===== src/rtl/bmem_line_adapter.sv =====
// rtl/bmem_line_adapter.sv - 256-bit line requester to 64-bit banked memory bridge
// One request in flight; reads gather tagged beats, writes stream beats out.
module bmem_line_adapter #(
  parameter int BEAT_WIDTH = 64,
  parameter int BURST_LEN  = 4
) (
  input  logic                            clk,
  input  logic                            rst,
  input  logic [31:0]                     dfp_addr,
  input  logic                            dfp_read,
  input  logic                            dfp_write,
  input  logic [BEAT_WIDTH*BURST_LEN-1:0] dfp_wdata,
  output logic [BEAT_WIDTH*BURST_LEN-1:0] dfp_rdata,
  output logic                            dfp_resp,
  output logic [31:0]                     bmem_addr,
  output logic                            bmem_read,
  output logic                            bmem_write,
  output logic [BEAT_WIDTH-1:0]           bmem_wdata,
  input  logic                            bmem_ready,
  input  logic [31:0]                     bmem_raddr,
  input  logic [BEAT_WIDTH-1:0]           bmem_rdata,
  input  logic                            bmem_rvalid
);

  localparam int LINE_WIDTH = BEAT_WIDTH * BURST_LEN;
  localparam int CNT_W      = $clog2(BURST_LEN);
  localparam int OFF_W      = $clog2(LINE_WIDTH / 8);

  localparam logic [2:0] IDLE     = 3'd0;
  localparam logic [2:0] RD_REQ   = 3'd1;
  localparam logic [2:0] RD_WAIT  = 3'd2;
  localparam logic [2:0] WR_BURST = 3'd3;
  localparam logic [2:0] RESP     = 3'd4;

  logic [2:0]            state_q, state_d;
  logic [CNT_W-1:0]      cnt_q, cnt_d;
  logic [31:0]           addr_q, addr_d;
  logic [LINE_WIDTH-1:0] wdata_q, wdata_d;
  logic [LINE_WIDTH-1:0] rdata_q, rdata_d;
  logic                  last_beat;
  logic                  unused_addr_bits;

  assign unused_addr_bits = ^dfp_addr[OFF_W-1:0];
  assign last_beat        = (cnt_q == CNT_W'(BURST_LEN - 1));

  always_comb begin
    state_d = state_q;
    cnt_d   = cnt_q;
    addr_d  = addr_q;
    wdata_d = wdata_q;
    rdata_d = rdata_q;
    case (state_q)
      IDLE: begin
        // Read takes priority; a held write is picked up on a later accept.
        if (dfp_read) begin
          addr_d  = {dfp_addr[31:OFF_W], OFF_W'(0)};
          state_d = RD_REQ;
        end else if (dfp_write) begin
          addr_d  = {dfp_addr[31:OFF_W], OFF_W'(0)};
          wdata_d = dfp_wdata;
          cnt_d   = '0;
          state_d = WR_BURST;
        end
      end
      RD_REQ: begin
        if (bmem_ready) begin
          cnt_d   = '0;
          state_d = RD_WAIT;
        end
      end
      RD_WAIT: begin
        // Beats tagged with a different address belong to someone else.
        if (bmem_rvalid && (bmem_raddr == addr_q)) begin
          rdata_d[BEAT_WIDTH*cnt_q +: BEAT_WIDTH] = bmem_rdata;
          cnt_d = cnt_q + CNT_W'(1);
          if (last_beat) begin
            state_d = RESP;
          end
        end
      end
      WR_BURST: begin
        if (bmem_ready) begin
          cnt_d = cnt_q + CNT_W'(1);
          if (last_beat) begin
            state_d = RESP;
          end
        end
      end
      RESP:    state_d = IDLE;
      default: state_d = IDLE;
    endcase
  end

  always_ff @(posedge clk) begin
    if (rst) begin
      state_q <= IDLE;
      cnt_q   <= '0;
      addr_q  <= '0;
      wdata_q <= '0;
      rdata_q <= '0;
    end else begin
      state_q <= state_d;
      cnt_q   <= cnt_d;
      addr_q  <= addr_d;
      wdata_q <= wdata_d;
      rdata_q <= rdata_d;
    end
  end

  assign bmem_read  = (state_q == RD_REQ);
  assign bmem_write = (state_q == WR_BURST);
  assign bmem_addr  = (bmem_read || bmem_write) ? addr_q : 32'h0;
  assign bmem_wdata = bmem_write ? wdata_q[BEAT_WIDTH*cnt_q +: BEAT_WIDTH] : '0;
  assign dfp_resp   = (state_q == RESP);
  assign dfp_rdata  = rdata_q;

endmodule


===== config.mk =====
export PLATFORM = sky130hd
export DESIGN_NAME = bmem_line_adapter
export DESIGN_NICKNAME = d
export VERILOG_FILES = /design/src/rtl/bmem_line_adapter.sv
export SDC_FILE = /design/constraint.sdc
export NUM_CORES = 1
export LEC_CHECK = 0
export BUFFER_PORTS_ARGS = -buffer_cell sky130_fd_sc_hd__buf_2
export CORE_AREA = 2 2 291 293
export DETAILED_ROUTE_END_ITERATION = 12
export DIE_AREA = 0 0 293 295
export SKIP_CTS_REPAIR_TIMING = 1
export SYNTH_ARGS = -nofsm -noshare
export SYNTH_HDL_FRONTEND = slang
export SYNTH_SLANG_ARGS = --single-unit

===== constraint.sdc =====
create_clock -name clk -period 4.1 [get_ports clk]
set_input_delay 0.205 -clock clk [delete_from_list [all_inputs] [get_ports clk]]
set_output_delay 0.205 -clock clk [all_outputs]
set_load 0.01 [all_outputs]

# After elaboration in Yosys (flattened, before gate mapping)
# Index checks and enable logic that the tools add are counted.
[totals]
input_bits = 390
elab_cells = 51
output_inout_bits = 355
regBits = 549
[op_classes]
mux = 18
n_eq_ne = 12
add_sub_neg = 2
reduce_logical = 10
n_shift = 3
bitwise_logic = 1
[ops]
columns = ["op", "count"]
rows = [
  ["bitwise mux 256 bit", 1],
  ["variable shift 64 x 34 -> 256 bit, first input constant", 1],
  ["indexed part select 256 x 9 -> 64 bit", 1],
  ["indexed part select 64 x 34 -> 256 bit", 1],
  ["2-to-1 mux 32 bit", 3],
  ["2-to-1 mux 64 bit", 1],
  ["negator 8 -> 34 bit", 1],
  ["equality test 32 bit", 1],
  ["2-to-1 mux 3 bit", 6],
  ["one-hot mux 3 bit (4 select lines)", 1],
  ["2-to-1 mux 2 bit", 5],
  ["one-hot mux 2 bit (4 select lines)", 1],
  ["equality test 3 x 2 -> 1 bit, second input constant", 2],
  ["inequality test 2 bit, second input constant", 3],
  ["AND reduction 6 bit", 1],
  ["inequality test 2 x 1 -> 1 bit, second input constant", 2],
  ["AND reduction 2 bit", 2],
  ["AND reduction 4 bit", 1],
  ["nonzero test 4 bit", 1],
  ["equality test 3 x 1 -> 1 bit, second input constant", 1],
  ["equality test 3 bit, second input constant", 1],
  ["zero test 3 bit", 1],
  ["inequality test 3 bit, second input constant", 1],
  ["AND reduction 3 bit", 1],
  ["other kinds (6)", 6],
]

# Depth between registers and ports, before layout
# Gate-level depths: netlist of the first run.
[logic_depth]
word_depth = 4
depth_mapped = 9
ltp_nobuf = 6

# Worst setup path after synthesis of the first run
# No wires, ideal clock.
[synth_timing]
kind = "reg2reg"
start = "register cnt_q[1]"
end = "register rdata_q[195] (netlist: dfp_rdata[195])"
t_arrival_ps = 2152
path_buffers = 3
t_required_ps = 3999
setup_ps = 101
stages_incl_launch_ff = 8
period_less_slack_ps = 2253
path_slack_ps = 1847
path_cell_list = "dfxtp_1 > clkbuf_1 > inv_1 > ha_1 > or3_1 > buf_1 > clkbuf_1 > o41ai_1"
[synth_via]
elab_chain_cells = 3
word_cells_on_any_way = 4
classes_between = "1 x add/sub; 2 x shift; 1 x mux"
[synth_rtl]
columns = ["item", "line_no", "rtl"]
rows = [
  ["start: declaration", "36", "logic [CNT_W-1:0] cnt_q, cnt_d;"],
  ["start signal: assignment", "103", "cnt_q <= cnt_d;"],
  ["negator 8 -> 34 bit *", "74", "rdata_d[BEAT_WIDTH*cnt_q +: BEAT_WIDTH] = bmem_rdata;"],
  ["indexed part select 64 x 34 -> 256 bit or variable shift 64 x 34 -> 256 bit (tied branches)", "74", ""],
  ["bitwise mux 256 bit *", "74", ""],
  ["end signal: assignment", "106", "rdata_q <= rdata_d;"],
  ["end: declaration", "39", "logic [LINE_WIDTH-1:0] rdata_q, rdata_d;"],
]
# Mark *: on every way between the ends. The rest lies on a longest branch, timed or not.
# A chain may end at the register's enable or synchronous reset.

# Final worst setup path of the first run
[layout_timing]
start = "register addr_q[9]"
end = "register rdata_q[55] (netlist: dfp_rdata[55])"
[layout_via]
elab_chain_cells = 3
[layout_rtl]
columns = ["item", "line_no", "rtl"]
rows = [
  ["start: declaration", "37", "logic [31:0] addr_q, addr_d;"],
  ["start signal: assignment", "104", "addr_q <= addr_d;"],
  ["equality test 32 bit", "73", "if (bmem_rvalid && (bmem_raddr == addr_q)) begin"],
  ["logical AND 1 bit", "73", ""],
  ["AND reduction 2 bit (no line)", "-", ""],
]
# No other way between the ends.

==> results.md, run 1 <==
Drt
* **number of nets with antenna violations after routing** 0
* **remaining routing DRC violations** 0
* **total via count after detailed routing** 23,800
* **Routed Wire Length** 89.2 mm
* **Detailed Routing Iterations Pass 1** 5
* **per-cell routed wire length** 18.7 um
* **via/cell ratio** 4.99
* **number of DRC violations after detailed-routing iteration 0** 1,608

Clock tree
* **clk root buf** sky130_fd_sc_hd__clkbuf_16
* **clock latency of the later-clocked register in the worst-skew pair** 0.62 ns
* **htree depth** 2
* **clock tree from TritonCTS** built
* **number of buffers on the longest clock path** 3
* **Worst-path clk slew** 0.06 ns
* **TritonCTS buffer count** 61
* **clk sink count** 544

Worst setup path
* **largest fanout on the critical path** 280
* **gate family responsible for the most delay along the worst path** simple AND/OR/NAND/NOR gates
* **Req. time, crit path** 4.56 ns
* **classification of the worst setup path** reg2reg
* **count of cell instances traversed by the critical path** 8
* **ordered cell list for the critical path** xnor2_1 > nand4_1 > nor4_1 > nand4_1 > buf_12 > buf_12 > o21ai_0 > o41ai_1
* **peak per-stage delay on the critical path** 0.44 ns
* **count of cells along the worst register-to-register path** 8
* **crit start category** flop
* **library cell contributing the largest single delay on the critical path** sky130_fd_sc_hd__dfxtp_1
* **Buf/Inv on CP** 2
* **data arrival time at the worst-slack endpoint** 3.55 ns
* **endpoint class of the critical path** flop

Global routing
* **maximum number of pins on one net before global-route repair** 281
* **total grt overflow** 0
* **via count of the first global-routing pass** 21,400
* **first-pass GRT wire length** 128 mm
* **Total Routing Usage GR** 18.6%
* **initial antenna violation count** 8

Placement
* **Detailed Place HPWL** 56.4 mm
* **# placed instances** 4,338
* **placement-stage cell area** 0.0284 mm^2
* **RePlAce Congestion** 0.839
* **number of port buffers** 734

Final layout
* **final instance count without filler cells** 4,769
* **utilization after layout** 40.3%
* **final-stage net count** 4,034
* **top library cells by usage in the layout, fill and taps aside** sky130_fd_sc_hd__buf_2, sky130_fd_sc_hd__dfxtp_1, sky130_fd_sc_hd__nand2_1, sky130_fd_sc_hd__dlygate4sd3_1, sky130_fd_sc_hd__nor2b_1
* **final non-filler cell area** 0.0335 mm^2
* **synth-to-layout area growth** 39.3%
* **most common library cell in the layout ignoring fill and taps** sky130_fd_sc_hd__buf_2
* **fraction of final layout cells with drive strength greater than 1** 25.9%

Power
* **power per cell area** 370 mW/mm^2
* **maximum vdd ir drop** 0.342 mV
* **overall power after layout** 12.4 mW
* **Static Leakage** 13.8 nW

Synth
* **total of flip-flops plus latches after synthesis** 544
* **mean instance size in the synthesized netlist** 8.67 um^2
* **number of distinct library cells after synthesis** 43
* **warning count from the yosys run** 0
* **count of mapped cells out of synthesis** 2,777
* **share of synthesized flip-flops with an asynchronous set or reset** 0%
* **Post-synth EDFFs** 0
* **sequential fraction of the synthesis area** 45.2%
* **post-synthesis cell area** 0.0241 mm^2
* **most common flop cell mapped by yosys** sky130_fd_sc_hd__dfxtp_1

Floorplan
* **full die area** 0.0864 mm^2
* **initial core utilization** 29.0%
* **Die Width** 293 um
* **DIE HEIGHT** 295 um
* **num ports** 745
* **number of rows in the core area** 106
* **area of the core** 0.0832 mm^2

Timing
* **maximum operating frequency** 324 MHz
* **count of pins over their slew limit** 0
* **post-route clock skew** 0.0169 ns
* **Setup TNS Final** 0 ns
* **final critical path time including I/O delays and setup** 3.09 ns
* **final period utilization** 75.3%
* **Hold Worst Slack** -0.00894 ns
* **Worst Tran Pin Value** 1.24 ns
* **count of endpoints failing hold in the final timing report** 1
* **Final setup violation count** 0
* **max-slew headroom at the worst pin** 17.2%
* **RSZ-0062 raised after global routing** no

Flow run
* **MaxCap Viol Count** 0

Run status
* **outcome** complete, but fails checks
* **violations in the final reports** negative hold slack

Min path
* **path type of the worst min-delay path** in2reg
* **worst hold stages** 3

-- synthesized netlist by cell type (22+ instances only) --
library cell | count | area [um^2]
sky130_fd_sc_hd__a21oi_1 | 256 | 1280
sky130_fd_sc_hd__and2_1 | 29 | 181
sky130_fd_sc_hd__and3_1 | 64 | 400
sky130_fd_sc_hd__buf_2 | 22 | 110
sky130_fd_sc_hd__clkbuf_1 | 261 | 980
sky130_fd_sc_hd__dfxtp_1 | 544 | 10900
sky130_fd_sc_hd__mux2i_1 | 27 | 270
sky130_fd_sc_hd__mux4_2 | 64 | 1440
sky130_fd_sc_hd__nand2_1 | 517 | 1940
sky130_fd_sc_hd__nand2b_1 | 71 | 444
sky130_fd_sc_hd__nor2_1 | 31 | 116
sky130_fd_sc_hd__nor2b_1 | 260 | 1630
sky130_fd_sc_hd__o21ai_0 | 218 | 1090
sky130_fd_sc_hd__o21ai_1 | 42 | 210
sky130_fd_sc_hd__o41ai_1 | 256 | 2240
-- sequential cells by signal (all words and copies together) (netlist names) --
| register | count |
|---|---|
| state_q | 3 |
| cnt_q | 2 |
| wdata_q | 256 |
| addr_q | 27 |
| dfp_rdata | 256 |
-- kinds of logic (layout without fill, tap and decap cells) --
| logic type | after synthesis | after routing | synth area share, % |
|---|---|---|---|
| fa+ha+maj | 6 | 6 | 0.312 |
| xor+xnor | 22 | 22 | 0.800 |
| other cells | 1 | 12 | 0.0156 |
| compound gates | 782 | 782 | 20.4 |
| mux | 92 | 92 | 7.16 |
| simple gates | 1012 | 1012 | 20.6 |
| flops | 544 | 544 | 45.2 |
| buf+inv | 318 | 1219 | 5.48 |
-- layout make-up --
class                           count  area [um^2]
Inverter                           13         57.6
Clock inverter                     20          186
Clock buffer                       87         1730
Antenna cell                        7         17.5
Timing Repair Buffer             1099         7370
Tap cell                         1080         1350
Fill cell                        8179        49600
Multi-Input combinational cell   1919        11900
Sequential cell                   544        10900
-- routing by layer --
layer  GRT usage [%]  wire [um]  vias to the layer above
met2            30.0      42200                      903
met4            6.30       2730                        2
met1            23.1      36900                    11200
met3            6.29       7410                      169
met5               0         13                        -
li1                -          -                    11500
-- report_power, final --
part           leakage, nW  internal, mW  total [mW]  switching [mW]
registers             4.41          5.45        5.56           0.113
logic                 8.49         0.666        1.50           0.838
clock network        0.952          3.05        5.34            2.28
-- worst register-to-register path, cell delays in order (launching register included) --
cell and delay (ns):
sky130_fd_sc_hd__dfxtp_1 0.44, sky130_fd_sc_hd__xnor2_1 0.18, sky130_fd_sc_hd__nand4_1 0.14, sky130_fd_sc_hd__nor4_1 0.42
sky130_fd_sc_hd__nand4_1 0.22, sky130_fd_sc_hd__buf_12 0.25, sky130_fd_sc_hd__buf_12 0.41, sky130_fd_sc_hd__o21ai_0 0.77
sky130_fd_sc_hd__o41ai_1 0.11
-- per-stage QoR --
| stage | setup slack [ns] | hold WS (ns) |
|---|---|---|
| 2_1_floorplan | 1.85 | 0.341 |
| 3_3_place_gp | 1.41 | 0.439 |
| 3_5_place_dp | 1.36 | 0.444 |
| 4_1_cts | 1.12 | -0.244 |
| 5_1_grt | 0.945 | 0.00208 |
| 6_report | 1.01 | -0.00894 |
-- final timing paths --
kind	start	end	slack [ns]
min	bmem_rdata[43]	dfp_rdata[235]	-0.009
max	addr_q[9]	dfp_rdata[55]	1.01
max reg2reg	addr_q[9]	dfp_rdata[55]	1.01
min reg2reg	wdata_q[54]	wdata_q[54]	0.45
Power figures use the tool's default switching activity.
==> run 2, diff against run 1 <==
Settings changed: CORE_AREA 2 2 291 293 to 2 2 293 295, DIE_AREA 0 0 293 295 to 0 0 295 297.
Clock period 4.1 ns to 3.1 ns, I/O delays scaled along.
==> run 2 against run 1 <==
Effect of this change: the flow still finishes with violations (negative hold slack); combinational power is 35% higher; first-iteration DRC count is 3.0% lower; critical path depth is 3 lower; non-clock buffer count is 41 higher; routed wire length is 1.4% higher; global-route usage is 0.16 points higher; utilization is 0.082 points higher; clock skew is 0.020 ns higher; die area is 1.4% higher; count of clock-buffer cells in the layout is 1 higher; sequential power is 32% higher; flip-flop and latch count stayed put; largest cell class unchanged; highest routed layer is now met4.
==> results.md, run 2 (synthesis gave the netlist of run 1 again) <==
Drt
* **number of DRC violations after detailed-routing iteration 0** 1,560
* **total via count after detailed routing** 24,100
* **Routed Wire Length** 90.4 mm
* **via/cell ratio** 4.94
* **Detailed Routing Iterations Pass 1** 5
* **per-cell routed wire length** 18.6 um
* **number of nets with antenna violations after routing** 0
* **remaining routing DRC violations** 0

Timing
* **max-slew headroom at the worst pin** 28.1%
* **RSZ-0062 raised after global routing** no
* **final critical path time including I/O delays and setup** 2.75 ns
* **Worst Tran Pin Value** 1.08 ns
* **Setup TNS Final** 0 ns
* **maximum operating frequency** 364 MHz
* **Final setup violation count** 0
* **count of pins over their slew limit** 0
* **final period utilization** 88.6%
* **post-route clock skew** 0.0370 ns
* **count of endpoints failing hold in the final timing report** 3
* **Hold Worst Slack** -0.00628 ns

Floorplan
* **num ports** 745
* **number of rows in the core area** 107
* **Die Width** 295 um
* **full die area** 0.0876 mm^2
* **initial core utilization** 28.5%
* **DIE HEIGHT** 297 um
* **area of the core** 0.0845 mm^2

Final layout
* **fill cell instance count of the final layout** 8,349
* **fraction of final layout cells with drive strength greater than 1** 26.3%
* **final-stage net count** 4,074
* **Register Area** 0.0109 mm^2
* **Multi-input gate area** 0.0119 mm^2
* **top library cells by usage in the layout, fill and taps aside** sky130_fd_sc_hd__buf_2, sky130_fd_sc_hd__dfxtp_1, sky130_fd_sc_hd__nand2_1, sky130_fd_sc_hd__dlygate4sd3_1, sky130_fd_sc_hd__nor2b_1
* **synth-to-layout area growth** 41.8%
* **final instance count without filler cells** 4,875
* **most common library cell in the layout ignoring fill and taps** sky130_fd_sc_hd__buf_2

Worst setup path
* **data arrival time at the worst-slack endpoint** 2.59 ns
* **ordered cell list for the critical path** buf_12 > buf_4 > mux4_2 > and3_1 > buf_2
* **peak per-stage delay on the critical path** 0.55 ns
* **largest fanout on the critical path** 63
* **crit start category** flop
* **classification of the worst setup path** reg2out
* **library cell contributing the largest single delay on the critical path** sky130_fd_sc_hd__mux4_2
* **Buf/Inv on CP** 3
* **Req. time, crit path** 2.94 ns
* **gate family responsible for the most delay along the worst path** buffers and inverters
* **endpoint class of the critical path** primary output

Global routing
* **via count of the first global-routing pass** 21,500
* **first-pass GRT wire length** 130 mm
* **maximum number of pins on one net before global-route repair** 170
* **initial antenna violation count** 8
* **total grt overflow** 0
* **Total Routing Usage GR** 18.7%

Clock tree
* **clock latency of the later-clocked register in the worst-skew pair** 0.64 ns
* **TritonCTS buffer count** 60
* **clk sink count** 544
* **number of buffers on the longest clock path** 3
* **htree depth** 2
* **clock tree from TritonCTS** built
* **Worst-path clk slew** 0.06 ns
* **clk root buf** sky130_fd_sc_hd__clkbuf_16

Power
* **power share of the combinational group** 12.2%
* **Sw Share** 25.6%
* **share of power burned in the clock network** 43.7%
* **Static Leakage** 14.1 nW
* **power per cell area** 488 mW/mm^2
* **Seq pwr share** 44.1%
* **net switching power figure** 4.26 mW
* **overall power after layout** 16.7 mW
* **cell internal power dissipation** 12.4 mW
* **maximum vdd ir drop** 0.524 mV

Placement
* **RePlAce Congestion** 0.872
* **# placed instances** 4,421
* **number of port buffers** 734
* **Detailed Place HPWL** 58.1 mm

Run status
* **outcome** complete, but fails checks
* **violations in the final reports** negative hold slack

Flow run
* **MaxCap Viol Count** 0

Min path
* **path type of the worst min-delay path** in2reg

run 2: stage by stage:
step	area [um^2]	utilization, %	setup WS [ns]
global route	34100	40.4	0.116
detailed placement	28700	34.0	0.503
floorplan	24100	-	0.847
CTS	30700	36.4	0.142
finish	34100	40.4	0.354
global placement	28700	34.0	0.565
run 2: worst min-delay path, stage by stage:
cell,delay [ns]
sky130_fd_sc_hd__buf_2,0.10
sky130_fd_sc_hd__nand2b_1,0.19
sky130_fd_sc_hd__o41ai_1,0.10
run 2: routing by layer:
layer	wire [um]	global-route usage, %	share of wire [%]	vias up
met5	0	0	0	-
met4	2970	6.18	3.3	0
met3	7710	5.54	8.5	171
met2	43100	30.7	48	972
met1	36600	23.4	40	11300
li1	-	-	-	11600
run 2: power by group through the flow:
stage,logic [mW],clock network [mW],registers [mW]
after floorplan,0.996,0,7.45
after global placement,1.66,0,7.49
after detailed placement,1.66,0,7.50
after CTS,1.66,7.47,7.35
after global routing,2.21,7.72,7.37
final,2.03,7.28,7.35
run 2: final cells by class:
type	count	share of cell area [%]
well taps	1144	4.19
clock buffers	88	5.20
multi-input cells	1919	34.9
inverters	13	0.172
diodes	8	0.0586
flip-flops and latches	544	31.9
clock inverters	19	0.693
repair buffers	1140	22.8
run 2: worst paths after layout:
check                                     from              to  slack [ns]  cells after the start
worst min register to register    wdata_q[144]    wdata_q[144]        0.45                      2
worst max register to register       addr_q[9]  dfp_rdata[181]        0.49                      7
worst max-delay path                  cnt_q[0]  bmem_wdata[21]        0.35                      5
worst min-delay path            bmem_rdata[33]  dfp_rdata[225]      -0.006                      3
==> run 3, diff against run 2 <==
Settings changed: RECOVER_POWER from default to 25.
==> run 3 against run 2 <==
Effect of this change: die area is the same; sequential share of layout area grew 0.26 points; sequential power is essentially flat; largest power group unchanged; hold slack gained 0.0060 ns; combinational power is essentially flat; final cell count is the same; the run still ends with negative hold slack left; register-to-register slack gained 0.03 ns; global-route usage is the same; worst setup slack lost 0.020 ns; maximum frequency shrank 0.72%; flip-flop and latch count is the same.
==> results.md, run 3 (synthesis gave the netlist of run 1 again) <==
Drt
* **Routed Wire Length** 90.6 mm
* **Detailed Routing Iterations Pass 1** 5
* **number of nets with antenna violations after routing** 0
* **remaining routing DRC violations** 0
* **per-cell routed wire length** 18.6 um
* **total via count after detailed routing** 24,100
* **via/cell ratio** 4.94
* **number of DRC violations after detailed-routing iteration 0** 1,659

Worst setup path
* **crit start category** flop
* **R2R Setup Slk** 0.52 ns
* **ordered cell list for the critical path** buf_12 > buf_4 > mux4_2 > and3_1 > buf_2
* **CP Launch Point** cnt_q[0]
* **library cell contributing the largest single delay on the critical path** sky130_fd_sc_hd__mux4_2
* **endpoint class of the critical path** primary output
* **classification of the worst setup path** reg2out
* **peak per-stage delay on the critical path** 0.55 ns
* **count of cells along the worst register-to-register path** 7
* **worst r2r src** addr_q[9]
* **data arrival time at the worst-slack endpoint** 2.61 ns
* **largest fanout on the critical path** 63
* **Crit Reg-Reg Endpoint** dfp_rdata[60]
* **Req. time, crit path** 2.94 ns

Timing
* **post-route clock skew** 0.0347 ns
* **final critical path time including I/O delays and setup** 2.77 ns
* **max-slew headroom at the worst pin** 28.2%
* **Final setup violation count** 0
* **count of pins over their slew limit** 0
* **RSZ-0062 raised after global routing** no
* **Setup TNS Final** 0 ns
* **maximum operating frequency** 362 MHz
* **Worst Tran Pin Value** 1.08 ns
* **count of endpoints failing hold in the final timing report** 1
* **final period utilization** 89.2%
* **Hold Worst Slack** -0.000290 ns

Global routing
* **maximum number of pins on one net before global-route repair** 170
* **total grt overflow** 0
* **initial antenna violation count** 8
* **first-pass GRT wire length** 130 mm
* **Total Routing Usage GR** 18.7%
* **via count of the first global-routing pass** 21,500

Floorplan
* **initial core utilization** 28.5%
* **area of the core** 0.0845 mm^2
* **Die Width** 295 um
* **num ports** 745
* **number of rows in the core area** 107
* **full die area** 0.0876 mm^2
* **DIE HEIGHT** 297 um

Run status
* **outcome** complete, but fails checks
* **violations in the final reports** negative hold slack

Final layout
* **fill cell instance count of the final layout** 8,448
* **Multi-input gate area** 0.0119 mm^2
* **top library cells by usage in the layout, fill and taps aside** sky130_fd_sc_hd__dfxtp_1, sky130_fd_sc_hd__nand2_1, sky130_fd_sc_hd__buf_2, sky130_fd_sc_hd__dlygate4sd3_1, sky130_fd_sc_hd__nor2b_1
* **fraction of final layout cells with drive strength greater than 1** 20.3%
* **most common library cell in the layout ignoring fill and taps** sky130_fd_sc_hd__dfxtp_1
* **final-stage net count** 4,074
* **Register Area** 0.0109 mm^2
* **utilization after layout** 40.1%
* **synth-to-layout area growth** 40.7%

Placement
* **Detailed Place HPWL** 58.1 mm
* **number of port buffers** 734
* **RePlAce Congestion** 0.872

Clock tree
* **Worst-path clk slew** 0.06 ns
* **clock tree from TritonCTS** built
* **number of buffers on the longest clock path** 3
* **clk root buf** sky130_fd_sc_hd__clkbuf_16
* **clock latency of the later-clocked register in the worst-skew pair** 0.64 ns
* **TritonCTS buffer count** 60
* **clk sink count** 544
* **htree depth** 2

Min path
* **Hold Crit Start** bmem_rdata[33]
* **path type of the worst min-delay path** in2reg
* **worst hold stages** 3
* **Worst Hold Endpoint** dfp_rdata[161]

Flow run
* **MaxCap Viol Count** 0

Power
* **power per cell area** 492 mW/mm^2
* **overall power after layout** 16.7 mW
* **Static Leakage** 13.1 nW
* **maximum vdd ir drop** 0.523 mV

run 3: changes by cell type in the layout (fill, tap and decap cells not counted), sizes merged:
cell,delta
buf,-223
clkbuf,+223
run 3: worst max-delay path by stage:
| stage | slack (ns) | depth (start not counted) | endpoint |
|---|---|---|---|
| floorplan | 0.85 | 7 | dfp_rdata[195] |
| CTS | 0.14 | 5 | bmem_wdata[21] |
| finish | 0.33 | 5 | bmem_wdata[21] |
| global route | 0.12 | 5 | bmem_wdata[21] |
| global placement | 0.57 | 5 | dfp_rdata[255] |
| detailed placement | 0.50 | 5 | dfp_rdata[193] |
run 3: per-layer routing:
| layer | part of all wire, % | vias to the layer above | track usage [%] |
|---|---|---|---|
| li1 | - | 11600 | - |
| met1 | 41 | 11300 | 23.4 |
| met2 | 48 | 982 | 30.7 |
| met3 | 8.4 | 173 | 5.54 |
| met4 | 3.3 | 0 | 6.18 |
| met5 | 0 | - | 0 |
run 3: per-stage QoR:
stage / instances / setup WS, ns / instance area, um^2 / hold WS, ns
2_1_floorplan: 2781 / 0.847 / 24100 / 0.291
4_1_cts: 4528 / 0.142 / 30700 / -0.300
3_5_place_dp: 4421 / 0.503 / 28700 / 0.398
6_report: 4875 / 0.334 / 33900 / -0.000290
3_3_place_gp: 4421 / 0.565 / 28700 / 0.389
5_1_grt: 4875 / 0.116 / 33900 / 0.00155
run 3: report_power, final:
group          switching (mW)  internal (mW)
clock network            2.99           4.28
registers               0.145           7.21
logic                    1.12          0.918
total                    4.25           12.4
run 3: final cells by class:
class / count / area share (%)
clock inverter: 19 / 0.698
sequential: 544 / 32.2
inverter: 13 / 0.174
antenna: 8 / 0.0591
clock buffer: 88 / 5.25
timing repair buffer: 1140 / 22.2
tap: 1144 / 4.23
multi-input combinational: 1919 / 35.2
run 3: worst max-delay path, delay by kind of cell (launching register included):
| family | cells | cell delay [ns] |
|---|---|---|
| buf+inv | 3 | 0.88 |
| mux | 1 | 0.55 |
| flops | 1 | 0.35 |
| simple gates | 1 | 0.20 |
